===== config.mk =====
export PLATFORM = sky130hd
export DESIGN_NAME = mem_stage
export DESIGN_NICKNAME = d
export VERILOG_FILES = /design/src/rtl/mem_stage.sv
export SDC_FILE = /design/constraint.sdc
export NUM_CORES = 1
export LEC_CHECK = 0
export BUFFER_PORTS_ARGS = -buffer_cell sky130_fd_sc_hd__buf_4
export CAP_MARGIN = 20
export CORE_MARGIN = 2
export CORE_UTILIZATION = 49
export CTS_BUF_LIST = sky130_fd_sc_hd__clkbuf_8
export CTS_CLUSTER_DIAMETER = 120
export DETAILED_ROUTE_END_ITERATION = 16
export GPL_ROUTABILITY_DRIVEN = 0
export PLACE_DENSITY = 0.82
export SYNTH_ARGS = -nofsm -noshare
export SYNTH_HDL_FRONTEND = slang
export SYNTH_SLANG_ARGS = --single-unit

===== constraint.sdc =====
create_clock -name clk -period 2.6 [get_ports clk]
set_input_delay 0.26 -clock clk [delete_from_list [all_inputs] [get_ports clk]]
set_output_delay 0.26 -clock clk [all_outputs]
set_load 0.01 [all_outputs]

===== src/rtl/mem_stage.sv =====
`default_nettype none
// ============================================================================
// Module : mem_stage
// Brief  : MEM pipeline stage. Runs loads/stores over a req/ready data-memory
//          handshake and stalls upstream until the access completes.
// Rev    : 1.0 - initial release
// ============================================================================
module mem_stage #(
    parameter int DW      = 32,
    parameter int RW      = 5,
    parameter int TIMEOUT = 255
) (
    input  logic          clk,
    input  logic          reset,
    input  logic          MemRead,
    input  logic          MemWrite,
    input  logic [1:0]    WB_ex,
    input  logic [DW-1:0] ALUResult_ex,
    input  logic [DW-1:0] wdata_ex,
    input  logic [RW-1:0] d_addr_ex,
    output logic          dmem_req,
    output logic          dmem_we,
    output logic [DW-1:0] dmem_addr,
    output logic [DW-1:0] dmem_wdata,
    input  logic          dmem_ready,
    input  logic [DW-1:0] dmem_rdata,
    output logic [1:0]    WB_in,
    output logic [DW-1:0] dmem_rdata_in,
    output logic [DW-1:0] ALUResult_in,
    output logic [RW-1:0] d_addr_in,
    output logic          stall,
    output logic          mem_err,
    output logic [31:0]   stall_cnt
);

    localparam logic [1:0] c_IDLE       = 2'd0;
    localparam logic [1:0] c_REQ        = 2'd1;
    localparam logic [1:0] c_DONE       = 2'd2;
    localparam bit         c_TIMEOUT_EN = (TIMEOUT != 0);
    localparam logic [7:0] c_WAIT_LAST  = 8'(TIMEOUT - 1);

    logic [1:0]    r_state;
    logic [1:0]    w_next_state;
    logic [7:0]    r_wait_cnt;
    logic          r_we;
    logic          r_err;
    logic [DW-1:0] r_addr;
    logic [DW-1:0] r_wdata;
    logic [DW-1:0] r_rdata;
    logic [1:0]    r_wb;
    logic [RW-1:0] r_daddr;
    logic [31:0]   r_stall_cnt;
    logic          w_mem_op;
    logic          w_timeout;
    logic          w_stall;

    assign w_mem_op  = MemRead | MemWrite;
    // A ready on the last allowed cycle still wins over the timeout.
    assign w_timeout = c_TIMEOUT_EN && (r_wait_cnt == c_WAIT_LAST) && !dmem_ready;

    always_ff @(posedge clk) begin
        if (reset) begin
            r_state <= c_IDLE;
        end else begin
            r_state <= w_next_state;
        end
    end

    always_comb begin
        w_next_state  = r_state;
        w_stall       = 1'b0;
        WB_in         = WB_ex;
        dmem_rdata_in = '0;
        ALUResult_in  = ALUResult_ex;
        d_addr_in     = d_addr_ex;
        case (r_state)
            c_IDLE: begin
                if (w_mem_op) begin
                    w_stall      = 1'b1;
                    WB_in        = 2'b00;
                    w_next_state = c_REQ;
                end
            end
            c_REQ: begin
                w_stall      = 1'b1;
                WB_in        = 2'b00;
                ALUResult_in = r_addr;
                d_addr_in    = r_daddr;
                if (dmem_ready || w_timeout) begin
                    w_next_state = c_DONE;
                end
            end
            c_DONE: begin
                WB_in         = r_wb;
                dmem_rdata_in = r_rdata;
                ALUResult_in  = r_addr;
                d_addr_in     = r_daddr;
                w_next_state  = c_IDLE;
            end
            default: begin
                w_next_state = c_IDLE;
            end
        endcase
    end

    always_ff @(posedge clk) begin
        if (reset) begin
            r_wait_cnt  <= '0;
            r_we        <= 1'b0;
            r_err       <= 1'b0;
            r_addr      <= '0;
            r_wdata     <= '0;
            r_rdata     <= '0;
            r_wb        <= '0;
            r_daddr     <= '0;
            r_stall_cnt <= '0;
        end else begin
            if (w_stall && (r_stall_cnt != 32'hFFFF_FFFF)) begin
                r_stall_cnt <= r_stall_cnt + 32'd1;
            end
            case (r_state)
                c_IDLE: begin
                    if (w_mem_op) begin
                        r_addr     <= ALUResult_ex;
                        r_wdata    <= wdata_ex;
                        r_we       <= MemWrite;
                        r_wb       <= WB_ex;
                        r_daddr    <= d_addr_ex;
                        r_wait_cnt <= '0;
                    end
                end
                c_REQ: begin
                    if (dmem_ready) begin
                        r_rdata <= r_we ? '0 : dmem_rdata;
                    end else if (w_timeout) begin
                        // Squash the writeback so a failed load cannot update the register file.
                        r_err   <= 1'b1;
                        r_wb    <= 2'b00;
                        r_rdata <= '0;
                    end else begin
                        r_wait_cnt <= r_wait_cnt + 8'd1;
                    end
                end
                default: begin
                end
            endcase
        end
    end

    assign dmem_req   = (r_state == c_REQ);
    assign dmem_we    = r_we;
    assign dmem_addr  = r_addr;
    assign dmem_wdata = r_wdata;
    assign stall      = w_stall;
    assign mem_err    = r_err;
    assign stall_cnt  = r_stall_cnt;

endmodule
`default_nettype wire


After elaboration in Yosys (flattened, before gate mapping)
Cells that the tools add are included.
- flip-flop bits (word level): 147
- input bits: 108
- output and inout bits: 171
- logic and storage cells: 58
- bitwise gates (word level): 2
- multiplexer cells: 21
- reduce and logical (&&, ||, !) cells: 14
- equality and inequality tests: 9
- add/sub/neg operators: 2
- operator list (kind ; count):
    $mux W32 ; 5
    $add A32 B1 Y32 const B ; 1
    $ne A32 B32 Y1 const B ; 1
    $mux W8 ; 3
    $pmux W8 S2 ; 1
    $mux W2 ; 6
    $add A8 B1 Y8 const B ; 1
    $eq A8 B8 Y1 const B ; 1
    $pmux W2 S2 ; 2
    $reduce_and A4 Y1 ; 2
    $ne A2 B2 Y1 const B ; 3
    $pmux W2 S3 ; 1
    $reduce_and A2 Y1 ; 3
    $mux W5 ; 1
    $ne A2 B1 Y1 const B ; 2
    $reduce_bool A2 Y1 ; 2
    $reduce_and A3 Y1 ; 1
    $eq A2 B1 Y1 const B ; 1
    $eq A2 B2 Y1 const B ; 1
    $logic_and A1 B1 Y1 ; 2
    $logic_not A2 Y1 ; 1
    $pmux W1 S2 ; 1
    $reduce_or A2 Y1 ; 1
    $logic_not A1 Y1 ; 1
    4 further kinds ; 4

Depth between registers and ports, before layout
Gate-level depths: netlist of run 1.
- depth after elaboration: 5
- mapped depth: 11
- gate-level depth less buffers: 8

Worst setup path after synthesis of run 1
Ideal clock, no wire load.
- path kind: register to register
- start: register r_stall_cnt[0], in the netlist stall_cnt[0]
- end: register r_stall_cnt[19], in the netlist stall_cnt[19]
- period minus slack after synthesis: 2238 ps
- arrival: 2116 ps
- required time: 2479 ps
- library setup time: 121 ps
- setup slack: 362 ps
- buffers on the path: 1
- cell stages (with the launch flop): 8
- path through: dfxtp_1 ha_1 nand3_1 or3_1 o31ai_4 buf_6 nor4_1 mux2_4
- cells in the longest elaborated chain, start to end: 2
- elaborated cells between the ends (all ways): 3
- classes of those cells: 1 x add/sub; 1 x eq/ne; 1 x reduce/logical
- ends and longest elaborated chain (item ; line ; text):
    start, declared ; 52 ; logic [31:0] r_stall_cnt;
    start signal, assigned ; 119 ; r_stall_cnt <= r_stall_cnt + 32'd1;
    branches (longest 2 deep; another with $add A32 B1 Y32) ; n/a ;
Several ways; the timed one is not identified.
A chain may end at the register's enable or synchronous reset.

Final worst setup path of run 1
- start: register r_stall_cnt[11], in the netlist stall_cnt[11]
- end: register r_stall_cnt[19], in the netlist stall_cnt[19]
Same word-level chain as after synthesis.

==> out/results.ini, run 1 <==
[final_layout]
drive_gt1_frac = 0.352
fillers = 1060
num_antenna_cells = 0
area_delta_synth_final_pct = 41.4
nNetsFinal = 1166
final_cells = 1240

[setup_path]
setup.worst_path.end = stall_cnt[19]
end_kind = register
crit_fanout = 19
cp.arrival_ns = 2.71
r2r_start = stall_cnt[11]
path_cells = nand4_1 > or4_1 > o31ai_4 > buf_4 > nor4_1 > mux2_4
cpMaxStageDelayCell = or4_1
r2r-end = stall_cnt[19]
worstSetupStartpoint = stall_cnt[11]
cp_data_required_time_ns = 2.93
r2r_slack_ns = 0.23
cp-start-kind = register
cp.buffers_inverters = 1
cpPeakStageDelay_ns = 0.71
critical-path-top-delay-family = simple AND/OR/NAND/NOR gates
crit_cells = 6
crit_type = reg -> reg
rr_worst_depth = 6

[power]
switching_share = 0.282
power_density_nw_per_um2 = 616
vdd_drop_max_v = 0.000399
p_int_mw = 4.07
power_frac_seq = 0.438
p_clk_frac = 0.332
p_sw_mw = 1.60
power_mw = 5.67
p_comb_frac = 0.229
leakagePower_nw = 3.96

[floorplanning]
die_h_um = 119
initial_core_util = 0.496
fp.coreArea_sq_um = 13100
dieArea_sq_um = 14200
die_w_um = 119
boundaryPins = 279
placementRows = 42

[drt]
drc = 0
vias = 6605
wirelength_mm = 18.7
drt_iter0_markers = 550
post_drt_wl_per_cell_um = 15.1
ant_nets = 0
viasPerCell = 5.33
drt_pre_antenna_iters = 4

[timing]
setup_tns_ns = 0
slew_headroom = 0.373
finalCritPeriodShare = 0.913
finalClockSkew_ns = 0.00948
final_hold_viol_count = 0
worst_slew_pin_slew_ns = 0.940
setup_viol = 0
drv_slew = 0
post-route-min-period_ns = 2.37
clock.fmax_mhz = 421
rsz0062_at_grt = false

[logic_synthesis]
synth.distinct_cells = 50
ys.flop_type = dfxtp_1
syn_area_sq_um = 6510
synth_warnings = 0
yosysTopAreaCellShare = 0.452
synth_nets = 904
syn_inst = 789
synth-seq-cells = 147
synth_edf_count = 0
synth_area_leaders = dfxtp_1 45%, nand2_1 9.5%, a21oi_1 7.5%, mux2_2 6.6%, a22oi_1 3.9%
yosysSeqAreaShare = 0.452
synthArstFlopShare = 0
syn_area_per_cell_sq_um = 8.26
yosys.area.top_type = dfxtp_1

[grt]
grt_pass1_vias = 6025
antenna_found_initial = 0
grt_first_pass_wirelength_mm = 29.3
grt_max_degree = 91
grt_overflow_total = 0
grt_usage = 0.254

[job]
cap_violations = 0

[min_path]
min_path_type = in -> reg
min-delay-start = dmem_rdata[2]

[clock_tree]
path_clk_slew_ns = 0.08
root_buffer = clkbuf_8
cts_tree = done
cts_num_sinks = 147
cts_buffers = 17
cts_max_level = 4
post_cts_buffers = 0
cts_buffer_depth = 2
clk_latency_ns = 0.44

[place]
dpl.cell_count = 1208
io_buffer_count = 278
place_hpwl_mm = 13.0

[run_status]
outcome = finished, final reports clean

==> state kept, by name, indices dropped and copies added (netlist names) <==
signal / flops
stall_cnt: 32
dmem_wdata: 32
dmem_we: 1
r_rdata: 32
r_state: 2
r_wb: 2
r_wait_cnt: 8
r_daddr: 5
dmem_addr: 32
mem_err: 1
==> tightest hold or removal path: cells and delay by family <==
family                 cells  cell delay (ns)
buffers and inverters      1             0.08
AND/OR/NAND/NOR            1             0.07
AO/OA/AOI/OAI              1             0.05
==> power groups by stage <==
stage / clock [mW] / sequential, mW / combinational, mW
after floorplan: 0 / 2.57 / 0.648
after global placement: 0 / 2.53 / 1.29
after CTS: 1.93 / 2.48 / 1.31
after global routing: 2.02 / 2.51 / 1.41
after detailed placement: 0 / 2.53 / 1.30
final: 1.89 / 2.49 / 1.30
==> per-layer routing <==
metal / vias up / wire (um) / share of wire / global-route usage
met2: 288 / 9050 / 0.48 / 0.423
met4: 0 / 549 / 0.029 / 0.105
met1: 3010 / 7600 / 0.41 / 0.304
met3: 40 / 1520 / 0.081 / 0.0781
li1: 3267 / - / - / -
met5: - / 0 / 0 / 0
==> cell usage in the layout, fill, tap and decap left out, drive strengths merged, types with 2 or more instances in the layout <==
cell type    n
clkbuf      18
a2111oi      2
o21ai       13
a311oi       2
a22oi       34
or2          3
o21a         4
o31ai        8
a21oi       97
nor2        60
or3          7
or4         11
dfxtp      147
mux2        42
nor4         8
and3         3
nand4        7
nand3       21
nand2      165
nor3b        2
bufinv       4
buf        298
o21bai       2
and4         3
clkinv       5
nor3         8
inv         13
a211oi       2
a22o         2
and2        34
a31oi        3
xnor2       10
ha           7
nor2b        5
o41ai        2
==> layout make-up <==
type | count | area (sq um) | share of cell area
Sequential cell | 147 | 2940 | 0.319
Inverter | 9 | 33.8 | 0.00367
Clock buffer | 18 | 248 | 0.0269
Timing Repair Buffer | 298 | 2260 | 0.246
Clock inverter | 14 | 171 | 0.0186
Tap cell | 176 | 220 | 0.0239
Multi-Input combinational cell | 578 | 3340 | 0.362
==> worst min-delay path by stage <==
stage | to | slack, ns | cells past startpoint
floorplan | r_daddr[0] | 0.40 | 2
global placement | r_daddr[3] | 0.44 | 2
detailed placement | dmem_wdata[5] | 0.45 | 2
CTS | r_rdata[2] | 0.03 | 3
global route | r_rdata[25] | 0.03 | 3
finish | r_rdata[2] | 0.05 | 3
==> through the flow <==
stage	area (sq um)	util	setup WS, ns	hold slack, ns
3_5_place_dp	8790	0.669	0.257	0.447
3_3_place_gp	8790	0.669	0.334	0.440
4_1_cts	9210	0.701	0.239	0.0279
2_1_floorplan	6520	-	0.362	0.396
5_1_grt	9210	0.701	0.127	0.0264
6_report	9210	0.701	0.227	0.0538
==> synth_stat cells, types with 3 or more instances <==
| master | number |
|---|---|
| nor2b_1 | 5 |
| o21ai_1 | 6 |
| or2_2 | 3 |
| a31oi_1 | 3 |
| nor3_1 | 8 |
| or3_1 | 7 |
| o21a_1 | 4 |
| nor4_1 | 8 |
| and3_1 | 3 |
| or4_1 | 11 |
| o31ai_1 | 7 |
| a21oi_1 | 97 |
| nand3_1 | 21 |
| and2_1 | 34 |
| o21ai_0 | 7 |
| xnor2_1 | 10 |
| mux2_2 | 38 |
| and4_1 | 3 |
| clkbuf_1 | 50 |
| nand2_1 | 165 |
| nand4_1 | 7 |
| nor2_1 | 60 |
| a22oi_1 | 34 |
| ha_1 | 7 |
| inv_1 | 9 |
| dfxtp_1 | 147 |
==> timing repair <==
item	in CTS	in global routing
hold buffers	0	0
setup endpoints to repair	0	1
gates resized for setup	0	1
==> kinds of logic (layout without fill, tap and decap cells) <==
family | after synthesis | after routing | share of synthesized area
adder cells (fa/ha/maj) | 7 | 7 | 0.0134
buffers and inverters | 64 | 339 | 0.0396
flip-flops | 147 | 147 | 0.452
AO/OA/AOI/OAI | 177 | 177 | 0.166
XOR/XNOR | 10 | 10 | 0.0134
AND/OR/NAND/NOR | 342 | 342 | 0.242
multiplexers | 42 | 42 | 0.0737
(Power assumes the default switching activity.)
==> run 2, diff against run 1 <==
SETUP_SLACK_MARGIN = 0.3   (was not set)
==> out/results.ini, run 2 (synthesis gave the netlist of run 1 again) <==
[run_status]
outcome = finished, final reports clean

[timing]
setup_tns_ns = 0  ; unchanged
worst_slew_pin_slew_ns = 0.958  ; +0.0175 ns
setup_viol = 0  ; unchanged
drv_slew = 0  ; unchanged
clock.fmax_mhz = 446  ; +5.9%
final_hold_viol_count = 0  ; unchanged
hold_slack_ns = 0.0524  ; -0.00131 ns
finalCritPeriodShare = 0.862  ; -0.0508
rsz0062_at_grt = false
post-route-min-period_ns = 2.24  ; -0.132 ns
slew_headroom = 0.362  ; -0.0116
finalClockSkew_ns = 0.00853  ; -0.000950 ns
fin_ws_ns = 0.360  ; +0.132 ns

[final_layout]
final_common_cell = buf_4
final_cells = 1243  ; +0.24%
drive_gt1_frac = 0.364  ; +0.0121
area_delta_synth_final_pct = 43.1
nNetsFinal = 1169  ; +0.26%
final_cell_mix = 295 x buf_4, 165 x nand2_1, 143 x dfxtp_1
utilization = 0.710  ; +0.00819
num_antenna_cells = 0  ; unchanged
fillers = 1047  ; -1.2%
stdcell_area_sq_um = 9320  ; +1.2%

[floorplanning]
fp.coreArea_sq_um = 13100  ; unchanged
placementRows = 42  ; unchanged
die_w_um = 119  ; unchanged
dieArea_sq_um = 14200  ; unchanged
die_h_um = 119  ; unchanged
boundaryPins = 279  ; unchanged
initial_core_util = 0.496  ; unchanged

[power]
p_comb_frac = 0.234  ; +0.005
leakagePower_nw = 4.01  ; +1.2%
switching_share = 0.283  ; +0.000355
power_mw = 5.71  ; +0.72%
p_sw_mw = 1.62  ; +0.85%
vdd_drop_max_v = 0.000398  ; -0.13%
p_clk_frac = 0.331  ; about the same
power_frac_seq = 0.435  ; -0.003
power_density_nw_per_um2 = 613  ; -0.44%
p_int_mw = 4.10  ; +0.67%

[grt]
grt_usage = 0.254  ; +0.000508
grt_overflow_total = 0  ; unchanged
antenna_found_initial = 0  ; unchanged
grt_pass1_vias = 6034  ; +0.15%
grt_max_degree = 91  ; unchanged
grt_first_pass_wirelength_mm = 29.4  ; +0.14%

[clock_tree]
cts_buffers = 17  ; unchanged
cts_num_sinks = 147  ; unchanged
cts_tree = done
root_buffer = clkbuf_8
cts_buffer_depth = 2  ; unchanged
clk_latency_ns = 0.44  ; about the same
cts_max_level = 4  ; unchanged
path_clk_slew_ns = 0.08  ; about the same
holdBufCountCts = 0  ; unchanged

[place]
placed_area_sq_um = 8790  ; unchanged
place_hpwl_mm = 13.0  ; unchanged
io_buffer_count = 278  ; unchanged
place_ws_ns = 0.257  ; unchanged
dpl.cell_count = 1208  ; unchanged

[drt]
drc = 0  ; unchanged
post_drt_wl_per_cell_um = 15.3  ; +1.3%
wirelength_mm = 19.0  ; +1.6%
ant_nets = 0  ; unchanged
drt_pre_antenna_iters = 5  ; +1
drt_iter0_markers = 540  ; -1.8%
viasPerCell = 5.37  ; +0.80%
vias = 6674  ; +1.0%

[job]
cap_violations = 0  ; unchanged

[setup_path]
end_kind = register
cp-start-kind = register
crit_fanout = 14  ; -5
cp_data_required_time_ns = 2.93  ; about the same
crit_type = reg -> reg
cp.arrival_ns = 2.57  ; -0.14 ns
r2r_slack_ns = 0.36  ; +0.13 ns

[min_path]
min_path_type = in -> reg

-- run 2: changes by cell type in the layout (fill, tap and decap cells not counted), sizes merged --
| cell | before | now |
|---|---|---|
| buf | 298 | 300 |
| clkbuf | 18 | 19 |
-- run 2: final timing paths --
kind	endpoint	start	depth (start not counted)
setup / recovery	stall_cnt[5]	stall_cnt[21]	6
hold / removal	r_rdata[2]	dmem_rdata[2]	3
setup reg to reg	stall_cnt[5]	stall_cnt[21]	6
hold reg to reg	dmem_wdata[0]	dmem_wdata[0]	2
-- run 2: layout make-up --
class	instances	area, sq um	share of cell area
Clock buffer	18	248	0.0266
Tap cell	176	220	0.0236
Inverter	9	33.8	0.00362
Sequential cell	147	2950	0.316
Multi-Input combinational cell	578	3390	0.363
Timing Repair Buffer	301	2310	0.248
Clock inverter	14	171	0.0184
-- run 2: timing repair --
item                       CTS  global route
gates resized for setup      3            15
setup buffers                0             2
setup endpoints to repair   48            84
pin swaps                    0             2
cloned                       0             1
-- run 2: worst max-delay path: stages (launching register included) --
cell and delay, ns:
dfxtp_1 0.44, nand4_1 0.22, or4_4 0.59, o31ai_4 0.29, buf_6 0.20, nor3_1 0.08, mux2_1 0.30
-- run 2: layer usage --
layer  share of wire  GRT usage  wire (um)  vias to the layer above
li1                -          -          -                     3269
met1            0.40      0.303       7690                     3083
met2            0.49      0.426       9250                      279
met3           0.079     0.0781       1500                       43
met4           0.030      0.105        568                        0
met5               0          0          0                        -
-- run 2: power by group through the flow --
stage,logic (mW),clock network [mW],registers [mW]
3_5_place_dp,1.30,0,2.53
2_1_floorplan,0.648,0,2.57
4_1_cts,1.31,1.93,2.48
3_3_place_gp,1.29,0,2.53
5_1_grt,1.45,2.02,2.51
6_report,1.34,1.89,2.49
